--- config.mk ---
export PLATFORM = sky130hd
export DESIGN_NAME = dynamixel_sync_tx
export DESIGN_NICKNAME = d
export VERILOG_FILES = /design/src/rtl/dynamixel_sync_tx.sv
export SDC_FILE = /design/constraint.sdc
export NUM_CORES = 1
export LEC_CHECK = 0
export CAP_MARGIN = 20
export CORE_MARGIN = 4
export CORE_UTILIZATION = 35
export DETAILED_ROUTE_END_ITERATION = 6
export MAX_ROUTING_LAYER = met4
export SYNTH_ARGS = -nofsm -noshare
export SYNTH_HDL_FRONTEND = slang
export SYNTH_SLANG_ARGS = --single-unit
--- constraint.sdc ---
create_clock -name clk -period 6.6 [get_ports clk]
set_clock_uncertainty 0.15 [all_clocks]
set_input_delay 1.32 -clock clk [delete_from_list [all_inputs] [get_ports clk]]
set_output_delay 1.32 -clock clk [all_outputs]
set_load 0.1 [all_outputs]
--- src/rtl/dynamixel_sync_tx.sv ---
// Dynamixel 1.0 SYNC_WRITE (0x83) transmitter: one broadcast packet to up to NUM_SERVOS servos, 8N1 UART.
// Latency: TXD start bit and UART_DIR=1 in the cycle after start; busy lasts (8+N*(DATA_BYTES+1))*10*BIT_CYCLES cycles.
// Backpressure: none; start is honoured only in IDLE, otherwise dropped. Optional macro DXL_TX_GUARD_EN adds a bus-turnaround hold.
module dynamixel_sync_tx #(
    parameter int CLK_FREQ   = 50000000,
    parameter int BAUD       = 1000000,
    parameter int NUM_SERVOS = 4,
    parameter int DATA_BYTES = 2,
    parameter int GUARD_BITS = 2
) (
    input  logic                                 clk,
    input  logic                                 reset,
    input  logic                                 start,
    input  logic [7:0]                           reg_addr,
    input  logic [8*NUM_SERVOS-1:0]              ids,
    input  logic [8*DATA_BYTES*NUM_SERVOS-1:0]   data,
    input  logic [NUM_SERVOS-1:0]                servo_mask,
    output logic                                 TXD,
    output logic                                 UART_DIR,
    output logic                                 busy,
    output logic                                 done
);

    localparam int BIT_CYCLES = CLK_FREQ / BAUD;
    localparam int CW = $clog2(BIT_CYCLES + 1);
    localparam int SW = (NUM_SERVOS > 1) ? $clog2(NUM_SERVOS) : 1;
`ifdef DXL_TX_GUARD_EN
    localparam int GUARD_CYCLES = GUARD_BITS * BIT_CYCLES;
    localparam int GW = $clog2(GUARD_CYCLES + 1);
`endif

    if (NUM_SERVOS < 1 || NUM_SERVOS > 16 || DATA_BYTES < 1 || DATA_BYTES > 4 ||
        GUARD_BITS < 1 || BIT_CYCLES < 1) begin : g_bad_params
        $error("dynamixel_sync_tx: parameter out of range");
    end

    // NEXT_BYTE is the zero-cycle byte select evaluated on the last stop-bit cycle; it is never a resting state.
    typedef enum logic [2:0] {
        S_IDLE, S_START_BIT, S_DATA_BITS, S_STOP_BIT, S_NEXT_BYTE, S_DONE
`ifdef DXL_TX_GUARD_EN
        , S_GUARD
`endif
    } state_t;

    // Where in the packet the byte currently on the wire came from.
    typedef enum logic [1:0] {SEG_HDR, SEG_SERVO, SEG_CHK} seg_t;

    state_t                              state_q, state_d;
    seg_t                                seg_q, seg_d;
    logic [CW-1:0]                       baud_q, baud_d;
    logic [2:0]                          bit_q, bit_d;
    logic [2:0]                          hdr_q, hdr_d;
    logic [SW-1:0]                       servo_q, servo_d;
    logic [2:0]                          sub_q, sub_d;
    logic [7:0]                          byte_q, byte_d;
    logic [7:0]                          chk_q, chk_d;
    logic [7:0]                          len_q, len_d;
    logic [7:0]                          addr_q, addr_d;
    logic [8*NUM_SERVOS-1:0]             ids_q, ids_d;
    logic [8*DATA_BYTES*NUM_SERVOS-1:0]  data_q, data_d;
    logic [NUM_SERVOS-1:0]               mask_q, mask_d;
    logic                                txd_q, txd_d, dir_q, dir_d, busy_q, busy_d, done_q, done_d;
`ifdef DXL_TX_GUARD_EN
    logic [GW-1:0]                       guard_q, guard_d;
`endif

    logic [4:0]    pop_cnt;
    logic          baud_end;
    logic [SW:0]   sel;
    logic          nxt_last, nxt_add;
    seg_t          nxt_seg;
    logic [2:0]    nxt_hdr, nxt_sub;
    logic [SW-1:0] nxt_servo;
    logic [7:0]    nxt_byte;

    // Lowest masked-in servo index at or above 'from'; MSB flags whether one exists.
    function automatic logic [SW:0] find_servo(input logic [NUM_SERVOS-1:0] m, input int from);
        logic [SW:0] r;
        r = '0;
        for (int k = NUM_SERVOS - 1; k >= 0; k--) begin
            if (k >= from && m[k]) r = {1'b1, SW'(k)};
        end
        return r;
    endfunction

    function automatic logic [7:0] hdr_byte(input logic [2:0] h, input logic [7:0] len, input logic [7:0] addr);
        case (h)
            3'd0, 3'd1: return 8'hFF;
            3'd2:       return 8'hFE;
            3'd3:       return len;
            3'd4:       return 8'h83;
            3'd5:       return addr;
            default:    return 8'(DATA_BYTES);
        endcase
    endfunction

    assign baud_end = (baud_q == CW'(BIT_CYCLES - 1));

    // Number of servos selected at the moment of acceptance.
    always_comb begin
        pop_cnt = '0;
        for (int i = 0; i < NUM_SERVOS; i++) pop_cnt = pop_cnt + 5'(servo_mask[i]);
    end

    // Select the byte that follows the current one; masked-out slots are skipped in the same cycle.
    always_comb begin
        sel       = '0;
        nxt_last  = 1'b0;
        nxt_seg   = seg_q;
        nxt_hdr   = hdr_q;
        nxt_servo = servo_q;
        nxt_sub   = sub_q;
        nxt_byte  = 8'h00;
        case (seg_q)
            SEG_HDR: begin
                if (hdr_q != 3'd6) begin
                    nxt_hdr  = hdr_q + 3'd1;
                    nxt_byte = hdr_byte(hdr_q + 3'd1, len_q, addr_q);
                end else begin
                    sel = find_servo(mask_q, 0);
                    if (sel[SW]) begin
                        nxt_seg   = SEG_SERVO;
                        nxt_servo = sel[SW-1:0];
                        nxt_sub   = 3'd0;
                        nxt_byte  = ids_q[8*int'(sel[SW-1:0]) +: 8];
                    end else begin
                        nxt_seg  = SEG_CHK;
                        nxt_byte = ~chk_q;
                    end
                end
            end
            SEG_SERVO: begin
                if (sub_q != 3'(DATA_BYTES)) begin
                    nxt_sub  = sub_q + 3'd1;
                    nxt_byte = data_q[8*(DATA_BYTES*int'(servo_q) + int'(sub_q)) +: 8];
                end else begin
                    sel = find_servo(mask_q, int'(servo_q) + 1);
                    if (sel[SW]) begin
                        nxt_servo = sel[SW-1:0];
                        nxt_sub   = 3'd0;
                        nxt_byte  = ids_q[8*int'(sel[SW-1:0]) +: 8];
                    end else begin
                        nxt_seg  = SEG_CHK;
                        nxt_byte = ~chk_q;
                    end
                end
            end
            default: nxt_last = 1'b1;
        endcase
        // The two leading FF bytes and the checksum itself stay out of the sum.
        nxt_add = (nxt_seg != SEG_CHK) && !(nxt_seg == SEG_HDR && nxt_hdr < 3'd2);
    end

    // Packet sequencer and bit timer; all outputs are registered.
    always_comb begin
        state_d = state_q;  seg_d   = seg_q;   baud_d  = baud_q;  bit_d  = bit_q;
        hdr_d   = hdr_q;    servo_d = servo_q; sub_d   = sub_q;   byte_d = byte_q;
        chk_d   = chk_q;    len_d   = len_q;   addr_d  = addr_q;  ids_d  = ids_q;
        data_d  = data_q;   mask_d  = mask_q;  txd_d   = txd_q;   dir_d  = dir_q;
        busy_d  = busy_q;   done_d  = 1'b0;
`ifdef DXL_TX_GUARD_EN
        guard_d = guard_q;
`endif
        case (state_q)
            S_IDLE: begin
                if (start) begin
                    addr_d  = reg_addr;
                    ids_d   = ids;
                    data_d  = data;
                    mask_d  = servo_mask;
                    len_d   = 8'(int'(pop_cnt) * (DATA_BYTES + 1) + 4);
                    chk_d   = 8'h00;
                    seg_d   = SEG_HDR;
                    hdr_d   = 3'd0;
                    servo_d = '0;
                    sub_d   = 3'd0;
                    baud_d  = '0;
                    if (pop_cnt == 5'd0) begin
                        state_d = S_DONE;
                        done_d  = 1'b1;
                    end else begin
                        state_d = S_START_BIT;
                        byte_d  = 8'hFF;
                        txd_d   = 1'b0;
                        dir_d   = 1'b1;
                        busy_d  = 1'b1;
                    end
                end
            end
            S_START_BIT: begin
                if (baud_end) begin
                    baud_d  = '0;
                    bit_d   = 3'd0;
                    txd_d   = byte_q[0];
                    state_d = S_DATA_BITS;
                end else begin
                    baud_d = baud_q + CW'(1);
                end
            end
            S_DATA_BITS: begin
                if (baud_end) begin
                    baud_d = '0;
                    byte_d = {1'b1, byte_q[7:1]};
                    if (bit_q == 3'd7) begin
                        txd_d   = 1'b1;
                        state_d = S_STOP_BIT;
                    end else begin
                        bit_d = bit_q + 3'd1;
                        txd_d = byte_q[1];
                    end
                end else begin
                    baud_d = baud_q + CW'(1);
                end
            end
            S_STOP_BIT: begin
                if (baud_end) begin
                    baud_d = '0;
                    if (nxt_last) begin
`ifdef DXL_TX_GUARD_EN
                        guard_d = '0;
                        state_d = S_GUARD;
`else
                        dir_d   = 1'b0;
                        busy_d  = 1'b0;
                        done_d  = 1'b1;
                        state_d = S_DONE;
`endif
                    end else begin
                        seg_d   = nxt_seg;
                        hdr_d   = nxt_hdr;
                        servo_d = nxt_servo;
                        sub_d   = nxt_sub;
                        byte_d  = nxt_byte;
                        if (nxt_add) chk_d = chk_q + nxt_byte;
                        txd_d   = 1'b0;
                        state_d = S_START_BIT;
                    end
                end else begin
                    baud_d = baud_q + CW'(1);
                end
            end
`ifdef DXL_TX_GUARD_EN
            S_GUARD: begin
                if (guard_q == GW'(GUARD_CYCLES - 1)) begin
                    dir_d   = 1'b0;
                    busy_d  = 1'b0;
                    done_d  = 1'b1;
                    state_d = S_DONE;
                end else begin
                    guard_d = guard_q + GW'(1);
                end
            end
`endif
            S_DONE: state_d = S_IDLE;
            default: begin
                state_d = S_IDLE;
                txd_d   = 1'b1;
                dir_d   = 1'b0;
                busy_d  = 1'b0;
            end
        endcase
    end

    // State registers with asynchronous return to an idle, released bus.
    always_ff @(posedge clk or posedge reset) begin
        if (reset) begin
            state_q <= S_IDLE;  seg_q   <= SEG_HDR; baud_q <= '0;    bit_q  <= '0;
            hdr_q   <= '0;      servo_q <= '0;      sub_q  <= '0;    byte_q <= '0;
            chk_q   <= '0;      len_q   <= '0;      addr_q <= '0;    ids_q  <= '0;
            data_q  <= '0;      mask_q  <= '0;      txd_q  <= 1'b1;  dir_q  <= 1'b0;
            busy_q  <= 1'b0;    done_q  <= 1'b0;
`ifdef DXL_TX_GUARD_EN
            guard_q <= '0;
`endif
        end else begin
            state_q <= state_d; seg_q   <= seg_d;   baud_q <= baud_d; bit_q  <= bit_d;
            hdr_q   <= hdr_d;   servo_q <= servo_d; sub_q  <= sub_d;  byte_q <= byte_d;
            chk_q   <= chk_d;   len_q   <= len_d;   addr_q <= addr_d; ids_q  <= ids_d;
            data_q  <= data_d;  mask_q  <= mask_d;  txd_q  <= txd_d;  dir_q  <= dir_d;
            busy_q  <= busy_d;  done_q  <= done_d;
`ifdef DXL_TX_GUARD_EN
            guard_q <= guard_d;
`endif
        end
    end

    assign TXD      = txd_q;
    assign UART_DIR = dir_q;
    assign busy     = busy_q;
    assign done     = done_q;

endmodule

Yosys cells after proc, flatten, opt, wreduce, memory -nomap -nowiden --
Index checks and enable logic that the tools add are counted.
Word-level totals: output and inout bits 4, bits of input ports 111, register bits after elaboration 157, logic and storage cells 195
Operators by class: order comparisons 5, shifts and indexed selects 3, reductions and logical operators 31, $mul 1, muxes and demuxes 93, equality and inequality tests 31, $add $sub $neg 11, bitwise logic cells 3
Operators by type and width (count):
- $mux 8 | 13
- $mux 3 | 33
- $shiftx 32x6->8 | 2
- $shiftx 64x8->8 | 1
- $pmux 8 s5 | 1
- $pmux 8 s2 | 2
- $mux 2 | 13
- $pmux 3 s2 | 4
- $pmux 8 s3 | 1
- $ne 2x2->1 const B | 11
- $ne 3x3->1 const B | 6
- $pmux 2 s2 | 4
- $mux 1 | 15
- $reduce_and 5->1 | 3
- $eq 3x2->1 const B | 4
- $eq 3x3->1 const B | 4
- $mux 6 | 2
- $pmux 3 s4 | 1
- $pmux 6 s2 | 1
- $add 3x1->3 const B | 3
- $reduce_and 9->1 | 1
- $add 8x8->8 | 1
- $not 8->8 | 1
- $reduce_and 4->1 | 2
- other kinds (33) | 49

Logic depth before layout (Yosys ltp) --
word-level depth 20, gate-level depth with buffers 20, gate-level depth less buffers 18

Least setup slack after synthesis --
Ideal clock, no wire load.
path type in2reg, start in servo_mask[0], end reg hdr_q[0], data required time 6367 ps, path buffers 0, arrival 3620 ps, path slack 2747 ps, stages on the path 15, library setup time 83 ps, cells stage by stage inv_1 -> fa_1 -> inv_1 -> ha_1 -> inv_1 -> ha_1 -> inv_1 -> ha_1 -> nand2b_1 -> nand3_1 -> a21o_1 -> nor2_2 -> a21o_1 -> nand2_1 -> o21ai_0
RTL lines:
- start: declaration | line 17 | input logic [NUM_SERVOS-1:0] servo_mask,
- end signal: assignment | line 277 | hdr_q <= hdr_d; servo_q <= servo_d; sub_q <= sub_d; byte_q <= byte_d;
- end: declaration | line 52 | logic [2:0] hdr_q, hdr_d;

Worst setup path after layout --
start reg servo_q[0], end reg chk_q[7]
On the way: word-level cells in the longest chain between the ends 18, elaborated cells between the ends (all ways) 36, those cells by class add/sub (3); order compare (4); eq/ne (2); shift (2); mux (16); reduce/logical (9)
RTL lines:
- start: declaration | line 53 | logic [SW-1:0] servo_q, servo_d;
- start signal: assignment | line 277
- $add 2x1->3 | line 137 | sel = find_servo(mask_q, int'(servo_q) + 1);
- $ge 2x3->1 | line 81 | if (k >= from && m[k]) r = {1'b1, SW'(k)};
- $logic_and 1x1->1 | line 81
- $mux 3 (4 in a row) | line 81
- $mux 3 | line 133 | if (sub_q != 3'(DATA_BYTES)) begin
- $mux 3 | line 114 | case (seg_q)
- $shiftx 32x6->8 / $mux 2 (equally long branches) | line 141, 138
- $mux 8 / $mux 2 (equally long branches) | line 138, 133
- $mux 8 / $pmux 2 s2 (equally long branches) | line 133, 114
- $pmux 8 s2 / $logic_not 2->1 (equally long branches) | line 114, 151
- $add 8x8->8 / $logic_and 1x1->1 (equally long branches) | line 234, 151
- $mux 8 / $logic_not 1->1 (equally long branches) | line 234, 151
- $mux 8 / $logic_and 1x1->1 (equally long branches) | line 218, 151
- $mux 8 / $ne 2x2->1 (equally long branches)
- $pmux 8 s2 / $reduce_and 5->1 (equally long branches)
- end signal: assignment | line 278 | chk_q <= chk_d; len_q <= len_d; addr_q <= addr_d; ids_q <= ids_d;
- end: declaration | line 56 | logic [7:0] chk_q, chk_d;
Parallel ways exist; a longest one is shown, timed or not. The select of a mux whose other input is x is not followed. A chain may end at the register's enable or synchronous reset.

==> run metrics <==
EDFF count, synth 0; Clock power frac 25.4%; Slew @ Worst Pin 0.976 ns; Die Footprint roughly 27000 um2; unrepaired setup endpoints after global routing no; sequential element share of the synthesized area 44.9%; TritonCTS sink count 154; Synth area leader dfrtp_1; Fillers around 2300; GRT Util Overall 17.1%; clock slew at reported path FFs 0.07 ns; core box area 24200 um2; # rows 57; dpl hpwl 16.1 mm; most numerous cell in the Yosys netlist dfrtp_1; Seq pwr share between 30 and 40%; Synth Warn # 0; DRT antenna net count 0; H-tree levels 4; fin. max-slew vios 0; setup TNS 0 ns; post-cts sizing count 0; Synth top area share between 40% and 50%; share of cells above drive strength 1 20.4%; period utilization 65.5%; DRT iter0 DRCs 542; global-route wire length before repair 35.4 mm; fin util 43.7%; switching share of power 35.6%; cts hold-fix bufs 0; syn_area_per_cell 10.9 um2; Layout Cells excl Fill 1223; mapped cell area 8590 um2; Post-Route WL 21.9 mm; synth-to-layout area growth 23.3%; Die X 165 um; peak supply drop 0.156 mV; Mapped Cells 792; vias about 6500; min-delay worst type reg2reg; DRC 0; Setup Viol. Count Final 0; number of port buffers about 110; final net count roughly 1000; #FFs+latches synth 154; routed length per instance about 18 um; startpoint types flop; ys flop type dfrtp_1; # Post-CTS Setup Buffers 0; Synth area leaders dfrtp_1 45%, mux2_2 14%, mux4_2 4.2%, o21ai_0 3.4%, ha_1 3.3%; RD Place Congestion 0.876; num ports roughly 120; Slew HR 34.7%; grt ovf 0; P per Cell Area slightly below 400 nW/um2; Clock Tree Root clkbuf_16; drt pass-1 iters 5; Synth Net Count 930; Placed Cells incl. Taps approximately 1200; post-synthesis cell type count 76; Peak Freq around 230 MHz; Vias/cell 5.31; CTS Buf Count 17; fin crit period 4.32 ns; worst-path fanout max 16; Die Y 165 um; CTS tree done; WP data required roughly 6.8 ns; P_sw 1.45 mW; Crit. End Element flop; vias in the first global route 6453; largest net degree at the start of global routing 106; crit path kind reg2reg; Lkg Pwr 4.26 nW; Crit path arrival time roughly 4.5 ns; max-cap check violation count 0; Initial Util between 30% and 40%; initial antenna violation count 1; share of power burned in combinational logic 35.1%; final hold vios 0; Internal between 2 and 3 mW; clk buf depth 2; Post-synth top cells 153 x dfrtp_1, 104 x mux2_2, 59 x o21ai_0; Synth async-reset ratio 100%; status finished clean; clk_lat worst skew around 0.43 ns
cells in the final DEF (no fill, tap or decap), types with 7 or more instances in the layout:
cell             count
mux2_2             104
o21ai_0             59
nand3_1             23
nand2b_1             7
nor2_1              43
mux2i_1             15
mux4_2              16
buf_4                7
clkbuf_16           17
nand2_1             57
xor2_1               8
dfrtp_1            153
or3_1               12
nor2b_1              8
inv_1               26
a21oi_1             47
nor3_1              10
ha_1                23
clkdlybuf4s50_1    114
power groups by stage:
stage	clock network [mW]	logic (mW)	registers, mW
detailed placement	0	1.43	1.63
floorplan	0	1.12	1.53
CTS	1.06	1.44	1.61
global route	1.10	1.56	1.67
finish	1.03	1.43	1.61
global placement	0	1.41	1.62
registers in the layout, summed over array words and instances (netlist names), 4 cells and up:
signal,count
data_q,64
ids_q,32
addr_q,8
byte_q,8
chk_q,8
baud_q,6
len_q,5
mask_q,4
critical path, cell delays in order (launching register included):
cell and delay, ns:
dfrtp_1 0.54, ha_1 0.88, mux4_2 0.44, mux2i_1 0.27, nor2_1 0.10, o21ai_0 0.28
nand2_1 0.10, ha_1 0.22, a21o_1 0.18, a21oi_1 0.20, o21ai_0 0.15, o41ai_1 0.31
xnor2_1 0.13, o311ai_1 0.26
per-layer routing:
| metal | track usage [%] | share of wire (%) | vias up |
|---|---|---|---|
| met4 | 5.03 | 1.5 | 0 |
| met2 | 25.0 | 45 | 223 |
| met3 | 4.67 | 7.9 | 24 |
| met5 | - | 0 | - |
| li1 | - | - | 3078 |
| met1 | 23.5 | 46 | 3167 |
path summary, 6_finish.rpt:
path,from,end,slack [ns],cells past startpoint
worst max register to register,servo_q[0],chk_q[7],2.28,13
min in group asynchronous,reset,ids_q[14],1.31,2
worst min register to register,TXD,TXD,0.35,2
worst min-delay path,TXD,TXD,0.35,2
worst max-delay path,servo_q[0],chk_q[7],2.28,13
max in group asynchronous,reset,data_q[39],3.82,3
logic make-up (layout without fill, tap and decap cells):
kind of cell,count (synthesis),after routing,synth area share [%]
compound gates,196,196,14.6
simple gates,187,187,10.7
flops,154,154,44.9
mux,136,136,19.9
buf+inv,79,185,4.40
fa+ha+maj,27,27,4.28
xor+xnor,13,13,1.32
other cells,0,1,0
cell type report:
class	count	area, um2	area share [%]
multi-input combinational	559	4370	41.2
sequential	154	3850	36.4
timing repair buffer	122	1210	11.5
clock buffer	17	425	4.01
tap	324	405	3.83
clock inverter	15	203	1.91
inverter	31	124	1.17
antenna	1	2.50	0.0236
through the flow:
step | hold WS, ns | instance area [um2] | setup WS, ns | total power [mW]
after global routing | 0.369 | 10600 | 2.02 | 4.33
after floorplan | 0.292 | 8590 | 0.982 | 2.65
after detailed placement | 0.334 | 9970 | 1.90 | 3.06
after CTS | 0.353 | 10600 | 2.24 | 4.11
after global placement | 0.328 | 9970 | 1.95 | 3.03
final | 0.346 | 10600 | 2.28 | 4.08
Power figures use the tool's default switching activity.
